$ cat src/rtl/mmio_uart_tx.sv
// Memory-mapped 8N1 UART transmitter with TXDATA / STATUS / DIV registers.
// Macro UART_TX_FIFO_EN selects a FIFO_DEPTH-entry TX FIFO instead of a single holding register.
module mmio_uart_tx #(
    parameter logic [31:0] BASE_ADDR  = 32'h1000_0000,
    parameter logic [15:0] DIV_RESET  = 16'd868,
    parameter int          FIFO_DEPTH = 8
) (
    input  logic        clk,
    input  logic        rst,
    input  logic [31:0] addr,
    input  logic        we,
    input  logic [31:0] wd,
    output logic [31:0] rd,
    output logic        sel,
    output logic        txd
);
    typedef enum logic [1:0] {IDLE, START, DATA, STOP} state_t;

    state_t      state_q;
    logic [7:0]  shift_q;
    logic [2:0]  bitCnt_q;
    logic [15:0] divCnt_q;
    logic [15:0] curDiv_q;
    logic        txd_q;
    logic [15:0] div_q;
    logic [15:0] div_d;
    logic        overflow_q;
    logic        overflow_d;

    logic [31:0] offset;
    logic [1:0]  wordIdx;
    logic        wrTx;
    logic        wrStatus;
    logic        wrDiv;
    logic        full;
    logic        empty;
    logic        push;
    logic        pop;
    logic        bitEnd;
    logic [7:0]  head;
    logic [7:0]  fifoCount;
    logic [31:0] status;
    logic        unusedBits;

    // Unsigned wrap-around also pushes addresses below BASE_ADDR out of the window.
    assign offset     = addr - BASE_ADDR;
    assign sel        = offset < 32'd12;
    assign wordIdx    = offset[3:2];
    assign wrTx       = sel && we && (wordIdx == 2'd0);
    assign wrStatus   = sel && we && (wordIdx == 2'd1);
    assign wrDiv      = sel && we && (wordIdx == 2'd2);
    assign unusedBits = ^wd[31:16];

    assign push   = wrTx && !full;
    assign bitEnd = divCnt_q == (curDiv_q - 16'd1);
    assign pop    = !empty && ((state_q == IDLE) || ((state_q == STOP) && bitEnd));
    assign status = {16'd0, fifoCount, 4'd0, overflow_q, empty, full, state_q != IDLE};
    assign txd    = txd_q;

    always_comb begin
        rd = 32'd0;
        if (sel) begin
            case (wordIdx)
                2'd1:    rd = status;
                2'd2:    rd = {16'd0, div_q};
                default: rd = 32'd0;
            endcase
        end
    end

    always_comb begin
        div_d      = div_q;
        overflow_d = overflow_q;
        if (wrDiv) begin
            div_d = (wd[15:0] == 16'd0) ? 16'd1 : wd[15:0];
        end
        if (wrStatus && wd[3]) begin
            overflow_d = 1'b0;
        end
        if (wrTx && full) begin
            overflow_d = 1'b1;
        end
    end

    always_ff @(posedge clk or posedge rst) begin
        if (rst) begin
            div_q      <= DIV_RESET;
            overflow_q <= 1'b0;
        end else begin
            div_q      <= div_d;
            overflow_q <= overflow_d;
        end
    end

`ifdef UART_TX_FIFO_EN
    localparam int AW = $clog2(FIFO_DEPTH);

    logic [7:0]  mem_q [FIFO_DEPTH];
    logic [AW:0] wrPtr_q;
    logic [AW:0] rdPtr_q;
    logic [AW:0] fillLevel;

    // The extra MSB on each pointer distinguishes full from empty when the indices match.
    assign fillLevel = wrPtr_q - rdPtr_q;
    assign fifoCount = 8'(fillLevel);
    assign empty     = wrPtr_q == rdPtr_q;
    assign full      = (wrPtr_q[AW] != rdPtr_q[AW]) && (wrPtr_q[AW-1:0] == rdPtr_q[AW-1:0]);
    assign head      = mem_q[rdPtr_q[AW-1:0]];

    always_ff @(posedge clk or posedge rst) begin
        if (rst) begin
            wrPtr_q <= '0;
            rdPtr_q <= '0;
        end else begin
            if (push) begin
                wrPtr_q <= wrPtr_q + 1'b1;
            end
            if (pop) begin
                rdPtr_q <= rdPtr_q + 1'b1;
            end
        end
    end

    always_ff @(posedge clk) begin
        if (push) begin
            mem_q[wrPtr_q[AW-1:0]] <= wd[7:0];
        end
    end
`else
    localparam int unusedDepth = FIFO_DEPTH;

    logic [7:0] hold_q;
    logic       valid_q;

    assign full      = valid_q;
    assign empty     = !valid_q;
    assign head      = hold_q;
    assign fifoCount = {7'd0, valid_q};

    always_ff @(posedge clk or posedge rst) begin
        if (rst) begin
            valid_q <= 1'b0;
            hold_q  <= 8'd0;
        end else if (push) begin
            valid_q <= 1'b1;
            hold_q  <= wd[7:0];
        end else if (pop) begin
            valid_q <= 1'b0;
        end
    end
`endif

    // The divisor is re-sampled at every bit boundary so a DIV write never stretches the current bit.
    always_ff @(posedge clk or posedge rst) begin
        if (rst) begin
            state_q  <= IDLE;
            txd_q    <= 1'b1;
            shift_q  <= 8'd0;
            bitCnt_q <= 3'd0;
            divCnt_q <= 16'd0;
            curDiv_q <= DIV_RESET;
        end else begin
            case (state_q)
                IDLE: begin
                    if (!empty) begin
                        shift_q  <= head;
                        state_q  <= START;
                        txd_q    <= 1'b0;
                        divCnt_q <= 16'd0;
                        curDiv_q <= div_q;
                    end
                end
                START: begin
                    if (bitEnd) begin
                        state_q  <= DATA;
                        txd_q    <= shift_q[0];
                        shift_q  <= shift_q >> 1;
                        bitCnt_q <= 3'd0;
                        divCnt_q <= 16'd0;
                        curDiv_q <= div_q;
                    end else begin
                        divCnt_q <= divCnt_q + 16'd1;
                    end
                end
                DATA: begin
                    if (bitEnd) begin
                        divCnt_q <= 16'd0;
                        curDiv_q <= div_q;
                        if (bitCnt_q == 3'd7) begin
                            state_q <= STOP;
                            txd_q   <= 1'b1;
                        end else begin
                            txd_q    <= shift_q[0];
                            shift_q  <= shift_q >> 1;
                            bitCnt_q <= bitCnt_q + 3'd1;
                        end
                    end else begin
                        divCnt_q <= divCnt_q + 16'd1;
                    end
                end
                STOP: begin
                    if (bitEnd) begin
                        divCnt_q <= 16'd0;
                        curDiv_q <= div_q;
                        if (!empty) begin
                            shift_q <= head;
                            state_q <= START;
                            txd_q   <= 1'b0;
                        end else begin
                            state_q <= IDLE;
                            txd_q   <= 1'b1;
                        end
                    end else begin
                        divCnt_q <= divCnt_q + 16'd1;
                    end
                end
                default: state_q <= IDLE;
            endcase
        end
    end
endmodule

$ cat config.mk
export PLATFORM = sky130hd
export DESIGN_NAME = mmio_uart_tx
export DESIGN_NICKNAME = d
export VERILOG_FILES = /design/src/rtl/mmio_uart_tx.sv
export SDC_FILE = /design/constraint.sdc
export NUM_CORES = 1
export LEC_CHECK = 0
export ABC_AREA = 1
export CORE_ASPECT_RATIO = 0.75
export CORE_MARGIN = 2
export CORE_UTILIZATION = 38
export CTS_CLUSTER_SIZE = 12
export DETAILED_ROUTE_END_ITERATION = 6
export GPL_ROUTABILITY_DRIVEN = 0
export PLACE_DENSITY = 0.66
export SYNTH_ARGS = -nofsm -noshare
export SYNTH_HDL_FRONTEND = slang
export SYNTH_SLANG_ARGS = --single-unit
$ cat constraint.sdc
create_clock -name clk -period 2.1 [get_ports clk]
set_input_delay 0.21 -clock clk [delete_from_list [all_inputs] [get_ports clk]]
set_output_delay 0.21 -clock clk [all_outputs]
set_load 0.01 [all_outputs]
# Yosys cells after proc, flatten, opt, wreduce, memory -nomap -nowiden

Cells that the tools add are included.

Equality and inequality tests: 14
Mux-type cells: 37
Reduce and logical (&&, ||, !) cells: 24
$add $sub $neg: 4
Order comparisons: 1

Operator list:

| cell                   | number |
|---|---|
| $pmux 16 s2            | 3 |
| $mux 16                | 5 |
| $mux 8                 | 5 |
| $lt 32x4->1 const B    | 1 |
| $mux 32                | 1 |
| $pmux 8 s4             | 1 |
| $sub 32x29->32 const B | 1 |
| $add 16x1->16 const B  | 1 |
| $eq 16x16->1           | 1 |
| $logic_not 16->1       | 1 |
| $sub 16x1->16 const B  | 1 |
| $ne 2x2->1 const B     | 6 |
| $reduce_and 4->1       | 3 |
| $mux 1                 | 11 |
| $mux 2                 | 5 |
| $logic_and 1x1->1      | 9 |
| $mux 3                 | 3 |
| $pmux 2 s4             | 1 |
| $reduce_bool 2->1      | 4 |
| $eq 2x2->1 const B     | 3 |
| $pmux 3 s2             | 1 |
| $reduce_and 5->1       | 1 |
| $eq 2x1->1 const B     | 2 |
| $logic_not 2->1        | 2 |
| other kinds (8)        | 8 |

Word-level logic and storage cells: 90
Register bits: 72
Output and inout bits: 34

# Logic depth before layout (Yosys ltp)

Gate-level depths: netlist (run 1).

Word-level depth: 7
Gate-level depth with buffers: 19
Mapped depth without buffers: 17

# Worst setup path after synthesis (run 1)

No wires, ideal clock.

Path kind: reg-to-reg
Start point: register curDiv_q[0]
End point: register curDiv_q[3]
Data required time: 1983 ps
Path buffers: 2
Arrival time: 1917 ps
Slack: 66 ps
Cell stages (with the launch flop): 18
Setup time: 117 ps
Cell sequence: dfrtp_1 inv_1 ha_1 nand2_2 nor2_4 nand2_1 nand2_1 nand2_1 nor2_1 nand2_1 nor2_2 nand2_2 nand2_1 nand2_1 buf_6 buf_6 nand2_1 nand2_1

Word-level cells in the longest chain between the ends: 4

Ends and longest elaborated chain:

| element                    | RTL line | text |
|---|---|---|
| start: declaration         | 23       | `logic [15:0] curDiv_q;` |
| start signal: assignment   | 170      | `curDiv_q <= div_q;` |
| start signal: assignment   | 180      | `curDiv_q <= div_q;` |
| start signal: assignment   | 188      | `curDiv_q <= div_q;` |
| $sub 16x1->16              | 55       | `assign bitEnd = divCnt_q == (curDiv_q - 16'd1);` |
| $eq 16x16->1               | 55       |  |
| $ne 2x1->1 (no line)       | -        |  |
| $reduce_and 2->1 (no line) | -        |  |

Every way passes these cells.
A chain may end at the register's enable or synchronous reset.

# Worst setup path in the final report (run 1)

Start point: register curDiv_q[1]
End point: register curDiv_q[10]

Same word-level chain as after synthesis.

==> metrics.txt, run 1 <==
HPWL Detailed 8.34 mm; first-pass GRT wire length 18.3 mm; Worst R2R Path Depth 16; Die Area 12400 um2; synthesized area 4370 um2; Most common cell on crit path nand2_1; Total GRT Usage 0.181; Core Box Area 11100 um2; Filler cells 975; Final setup viols 1; Worst Clk Skew 0.00738 ns; vias in the first global route 3918; layout cell share with drive strength beyond 1 0.239; Peak VDD IR 0.000368 V; Cells after Synth 578; Seq cells post-synth 72; Critical Path End Type register; post-synthesis sequential area ratio 0.415; Pwr Total 3190 uW; syn_area_per_cell 7.57 um2; Initial Utilization 0.395; family with the most delay on the worst path simple AND/OR/NAND/NOR gates; Die Height 96.9 um; RSZ-0062 raised after global routing true; site row count 33; Max Fanout on Critical Path 6; CP max stage delay 0.39 ns; Worst Setup Path Type register to register; Leak 0.00284 uW; FMAX 0.476 GHz; critical path required time 2.32 ns; GRT overflow 0; Netlist cell types 38; CP max stage cell dfrtp_1; Setup TNS Final -0.00173 ns; CTS tree done; initial antenna violation count 0; largest net degree at the start of global routing 33; relative slew slack 0.594; Vias per Instance 4.92; Critical Path, Cell by Cell buf_4, nor2_4, nand2_2, nor2_2, nand3_1, nand2_1, nand2_1, inv_1, nand2_1, nor2_2, nand2_4, nand2_4, nand2_8, clkbuf_16, nand2_2, o21ai_1; H-tree levels 3; total CTS buffers 9; Non-Filler Instances 821; WL/cell 13.8 um; CP Launch Type register; Antenna diodes 0; placed insts 796; pin slew with the least headroom to its limit 0.608 ns; critical path depth in cells 16; Sink Count 72; most common cell after layout, fill and taps aside nand2_1; Multi-input gate area 2400 um2; Buffers on Ports 66; Post-Route WL 11.3 mm; fin crit share 1.00; # DRC 0; Seq. cell area 1820 um2; Crit path buffers/inverters 3; Top Ports 101; final hold vios 0; Area Overhead vs Synth 36.4%; Die W 128 um; critical path arrival 2.32 ns; worst setup margin -0.00173 ns; root buf cell clkbuf_16; Min-Delay Path Class input port to asynchronous set/reset pin; outcome complete, but fails checks; Pre-antenna DRT Iters 5; Ys Warns 0; post-route antenna net violation count 0; Period minus WS final 2.10 ns; post-layout util 0.539; NumNets Final 756; failing checks negative setup slack; clock-pin slew on the worst setup and hold paths 0.06 ns; Max Cap Viol 0; vias 4042; pwr dens 534 nW/um2; leading cell types in the layout, fill and taps excluded nand2_1, inv_1, dfrtp_1; worst-skew pair later-pin latency 0.33 ns; WHS 0.224 ns; max-slew violations 0; Iter 0 DRT Violations 143; worst-case clock buffer depth 2
cell usage after synthesis (all sizes together):
cell type  number  area share
dfstp          11       0.066
ha             13       0.037
nand3b          2      0.0034
clkbuf         10      0.0086
a22oi           2      0.0034
mux2i           7       0.016
dfrtp          61        0.35
nor3           15       0.017
and3            1      0.0014
nand3          29       0.033
buf            22       0.038
nor2           48       0.047
or2             5      0.0072
a21o            1      0.0017
a21oi          17       0.019
nand4          12       0.017
clkinv          1     0.00086
nand2         156        0.14
xnor2           8       0.016
conb            1     0.00086
o22ai           1      0.0014
o211ai          1      0.0017
nor4            1      0.0014
and2            1      0.0014
nor4b           1      0.0020
xor2           18       0.036
o21ai          54       0.067
inv            78       0.067
o41ai           1      0.0020
cell families (layout without fill, tap and decap cells):
logic type	Yosys count	in the layout	share of synthesized area
xor gates and xnor gates	26	26	0.0521
DFF	72	72	0.415
other	1	16	0.000857
muxes	7	7	0.0160
and+or+nand+nor	271	271	0.268
AOI/OAI and AO/OA	77	77	0.0967
buffers and inverters	111	199	0.114
adders and majority gates	13	13	0.0372
area by class of cell:
cell class,instances,area share
multi-input cells,410,0.402
flip-flops and latches,72,0.305
repair buffers,104,0.162
inverters,79,0.0501
clock buffers,10,0.0400
well taps,140,0.0294
clock inverters,6,0.0122
worst reg2reg max path, cell delays in order (launching register included):
cell and delay [ns]:
dfrtp_1 0.39, buf_4 0.15, nor2_4 0.12, nand2_2 0.11, nor2_2 0.13, nand3_1 0.12, nand2_1 0.10, nand2_1 0.05
inv_1 0.04, nand2_1 0.05, nor2_2 0.14, nand2_4 0.10, nand2_4 0.11, nand2_8 0.08, clkbuf_16 0.18, nand2_2 0.05
o21ai_1 0.06
what timing repair did:
item	4_1_cts	5_1_grt
hold buffers	0	0
buffers inserted	1	5
setup endpoints to repair	57	70
gates resized for setup	93	67
pin swaps	7	13
cloned	1	2
routing by layer:
layer | part of all wire | track usage | vias to the layer above
met4 | 0.014 | 0.0406 | 0
met3 | 0.050 | 0.0431 | 18
li1 | - | - | 2012
met1 | 0.46 | 0.239 | 1896
met5 | 0 | 0 | -
met2 | 0.48 | 0.302 | 116
per-stage QoR:
step / area (um2) / setup WS, ns
after CTS: 5710 / 0.000913
after global routing: 5970 / -0.121
final: 5970 / -0.00173
after detailed placement: 5330 / -0.606
after global placement: 5330 / -0.483
after floorplan: 4430 / 0.0662
final timing paths:
check	from	endpoint	slack, ns
setup / recovery	curDiv_q[1]	curDiv_q[10]	-0.002
hold / removal	rst	head[5]	0.22
setup reg to reg	curDiv_q[1]	curDiv_q[10]	-0.002
hold reg to reg	div_q[6]	div_q[6]	0.47
max in group asynchronous	rst	curDiv_q[6]	1.26
min in group clk	wd[8]	div_q[8]	0.41
state kept, by name (all words and copies together), names as in the netlist, 2 cells and up:
register	cells
bitCnt_q	3
curDiv_q	16
divCnt_q	16
div_q	16
head	8
shift_q	8
state_q	2
power by group:
group / internal [uW] / switching [uW]
combinational: 103 / 91.7
clock: 970 / 636
sequential: 1390 / 0.0000495
total: 2460 / 728
(Power assumes the default switching activity.)
==> inputs of run 2 (changes only) <==
--- a/config.mk
+++ b/config.mk
@@ -11,8 +11,8 @@
 export CORE_UTILIZATION = 38
 export CTS_CLUSTER_SIZE = 12
 export DETAILED_ROUTE_END_ITERATION = 6
+export DONT_BUFFER_PORTS = 1
 export GPL_ROUTABILITY_DRIVEN = 0
-export PLACE_DENSITY = 0.66
 export SYNTH_ARGS = -nofsm -noshare
 export SYNTH_HDL_FRONTEND = slang
 export SYNTH_SLANG_ARGS = --single-unit
==> run 2 against run 1 <==
Critical endpoint is now divCnt_q[15]. The run now ends clean. Highest routed layer unchanged. First-iteration DRC count up 32%. Utilization fell by 6.6 points. Worst hold slack worse by 0.18 ns.
==> metrics.txt, run 2 (synthesis gave the netlist of run 1 again) <==
worst-case clock buffer depth 2 (unchanged); first-pass GRT wire length 16.6 mm (was 18.3 mm); Min-Delay Path Class input port to register (was input port to asynchronous set/reset pin); Buffers on Ports 0 (was 66); pin slew with the least headroom to its limit 0.707 ns (was 0.608 ns); Worst Clk Skew 0.00858 ns (was 0.00738 ns); HPWL Detailed 7.42 mm (was 8.34 mm); critical path arrival 2.29 ns (was 2.32 ns); largest net degree at the start of global routing 35 (was 33); Die Area 12400 um2 (unchanged); fin crit share 0.982 (was 1.00); GRT overflow 0 (unchanged); vias in the first global route 3501 (was 3918); Total GRT Usage 0.168 (was 0.181); leading cell types in the layout, fill and taps excluded nand2_1, inv_1, dfrtp_1 (unchanged); Antenna diodes 0 (unchanged); total CTS buffers 9 (unchanged); # DRC 0 (unchanged); outcome finished clean (was complete, but fails checks); H-tree levels 3 (unchanged); site row count 33 (unchanged); CP Launch Type register (unchanged); Non-Filler Instances 760 (was 821); Worst Setup Path Type register to register (unchanged); Top Ports 101 (unchanged); Core Box Area 11100 um2 (unchanged); post-layout util 0.473 (was 0.539); critical path required time 2.33 ns (was 2.32 ns); Die W 128 um (unchanged); FMAX 0.485 GHz (was 0.476 GHz); worst-skew pair later-pin latency 0.34 ns (was 0.33 ns); max-slew violations 0 (unchanged); Vias per Instance 4.88 (was 4.92); Sink Count 72 (unchanged); vias 3711 (was 4042); final hold vios 0 (unchanged); Max Cap Viol 0 (unchanged); Filler cells 1077 (was 975); root buf cell clkbuf_16 (unchanged); post-route antenna net violation count 0 (unchanged); Die Height 96.9 um (unchanged); CTS tree done (unchanged); Peak VDD IR 0.000454 V (was 0.000368 V); Period minus WS final 2.06 ns (was 2.10 ns); Critical Path End Type register (unchanged); most common cell after layout, fill and taps aside nand2_1 (unchanged); NumNets Final 695 (was 756); Pre-antenna DRT Iters 5 (unchanged); relative slew slack 0.528 (was 0.594); initial antenna violation count 0 (unchanged); placed insts 733 (was 796); pwr dens 592 nW/um2 (was 534 nW/um2); Max Fanout on Critical Path 8 (was 6); WL/cell 13.3 um (was 13.8 um); Leak 0.00248 uW (was 0.00284 uW); RSZ-0062 raised after global routing true (unchanged); Seq. cell area 1820 um2 (about the same); layout cell share with drive strength beyond 1 0.181 (was 0.239); Area Overhead vs Synth 19.7% (was 36.4%); Multi-input gate area 2230 um2 (was 2400 um2); Post-Route WL 10.1 mm (was 11.3 mm); Initial Utilization 0.395 (unchanged); top flop regs curDiv_q x16, divCnt_q x16, div_q x16 (unchanged); clock-pin slew on the worst setup and hold paths 0.06 ns (about the same); Final setup viols 0 (was 1); Iter 0 DRT Violations 189 (was 143)
[run 2: changes by cell type in the layout (fill, tap and decap cells not counted), sizes merged]
cell	previous run	this run
buf	53	39
bufinv	1	2
clkbuf	13	12
clkdlybuf4s50	46	0
clkinv	0	2
dlygate4sd3	0	3
dlymetal6s2s	2	0
inv	83	79
[run 2: routing by layer]
layer,share of wire,vias to the layer above,global-route usage,routed length [um]
li1,-,1874,-,-
met1,0.48,1715,0.231,4880
met2,0.45,113,0.260,4580
met3,0.054,9,0.0442,550
met4,0.011,0,0.0482,110
met5,0,-,0,0
[run 2: timing repair]
action,4_1_cts,5_1_grt
pin swaps,7,3
setup buffers,4,2
endpoints found under the hold margin,31,0
cloned,1,1
setup endpoints to repair,26,46
gates resized for setup,11,30
hold buffers,3,0
[run 2: layout make-up]
class,count,area share
multi-input cells,410,0.426
flip-flops and latches,72,0.347
repair buffers,43,0.0765
inverters,79,0.0567
clock buffers,11,0.0445
well taps,140,0.0335
clock inverters,5,0.0155
[run 2: final timing paths]
path / from / endpoint / slack, ns / depth (start not counted)
max: curDiv_q[3] / divCnt_q[15] / 0.04 / 13
min: wd[14] / div_q[14] / 0.04 / 2
max reg2reg: curDiv_q[3] / divCnt_q[15] / 0.04 / 13
min reg2reg: div_q[9] / div_q[9] / 0.48 / 2
max in group asynchronous: rst / div_q[6] / 0.99 / 3
min in group asynchronous: rst / head[5] / 0.44 / 2
[run 2: where the power goes]
group	switching (uW)	internal [uW]	leakage, uW	total (uW)
Clock	581	1040	0.000150	1620
Sequential	0.0000588	1390	0.000938	1390
Combinational	67.6	21.9	0.00139	89.5
Total	649	2450	0.00248	3100
[run 2: metrics by stage]
stage	total power, uW	cell area [um2]	setup WS [ns]	hold slack [ns]	TNS (ns)
after global placement	1500	4670	0.00595	0.253	0
after global routing	3210	5230	-0.0979	0.0426	-2.52
after floorplan	1500	4430	0.0662	0.328	0
after detailed placement	1500	4670	-0.0562	0.252	-0.464
after CTS	3140	5100	0.0215	0.0330	0
final	3100	5230	0.0371	0.0399	0
[run 2: critical path, stage by stage, from the launching register on]
cell,delay [ns]
dfrtp_1,0.46
nor2_1,0.17
nand2_1,0.13
nor2_4,0.12
buf_6,0.11
nand3b_1,0.06
nand2_1,0.09
nand3_2,0.08
nor2_2,0.11
nand2_2,0.10
nand2_2,0.10
nand2_4,0.10
buf_12,0.17
and2_4,0.13
==> inputs of run 3 (changes only) <==
--- a/config.mk
+++ b/config.mk
@@ -9,6 +9,7 @@
 export CORE_ASPECT_RATIO = 0.75
 export CORE_MARGIN = 2
 export CORE_UTILIZATION = 38
+export CTS_CLUSTER_DIAMETER = 200
 export CTS_CLUSTER_SIZE = 12
 export DETAILED_ROUTE_END_ITERATION = 6
 export DONT_BUFFER_PORTS = 1
==> results of run 3 <==
Final layout, timing and power as in run 2 (identical DEF).
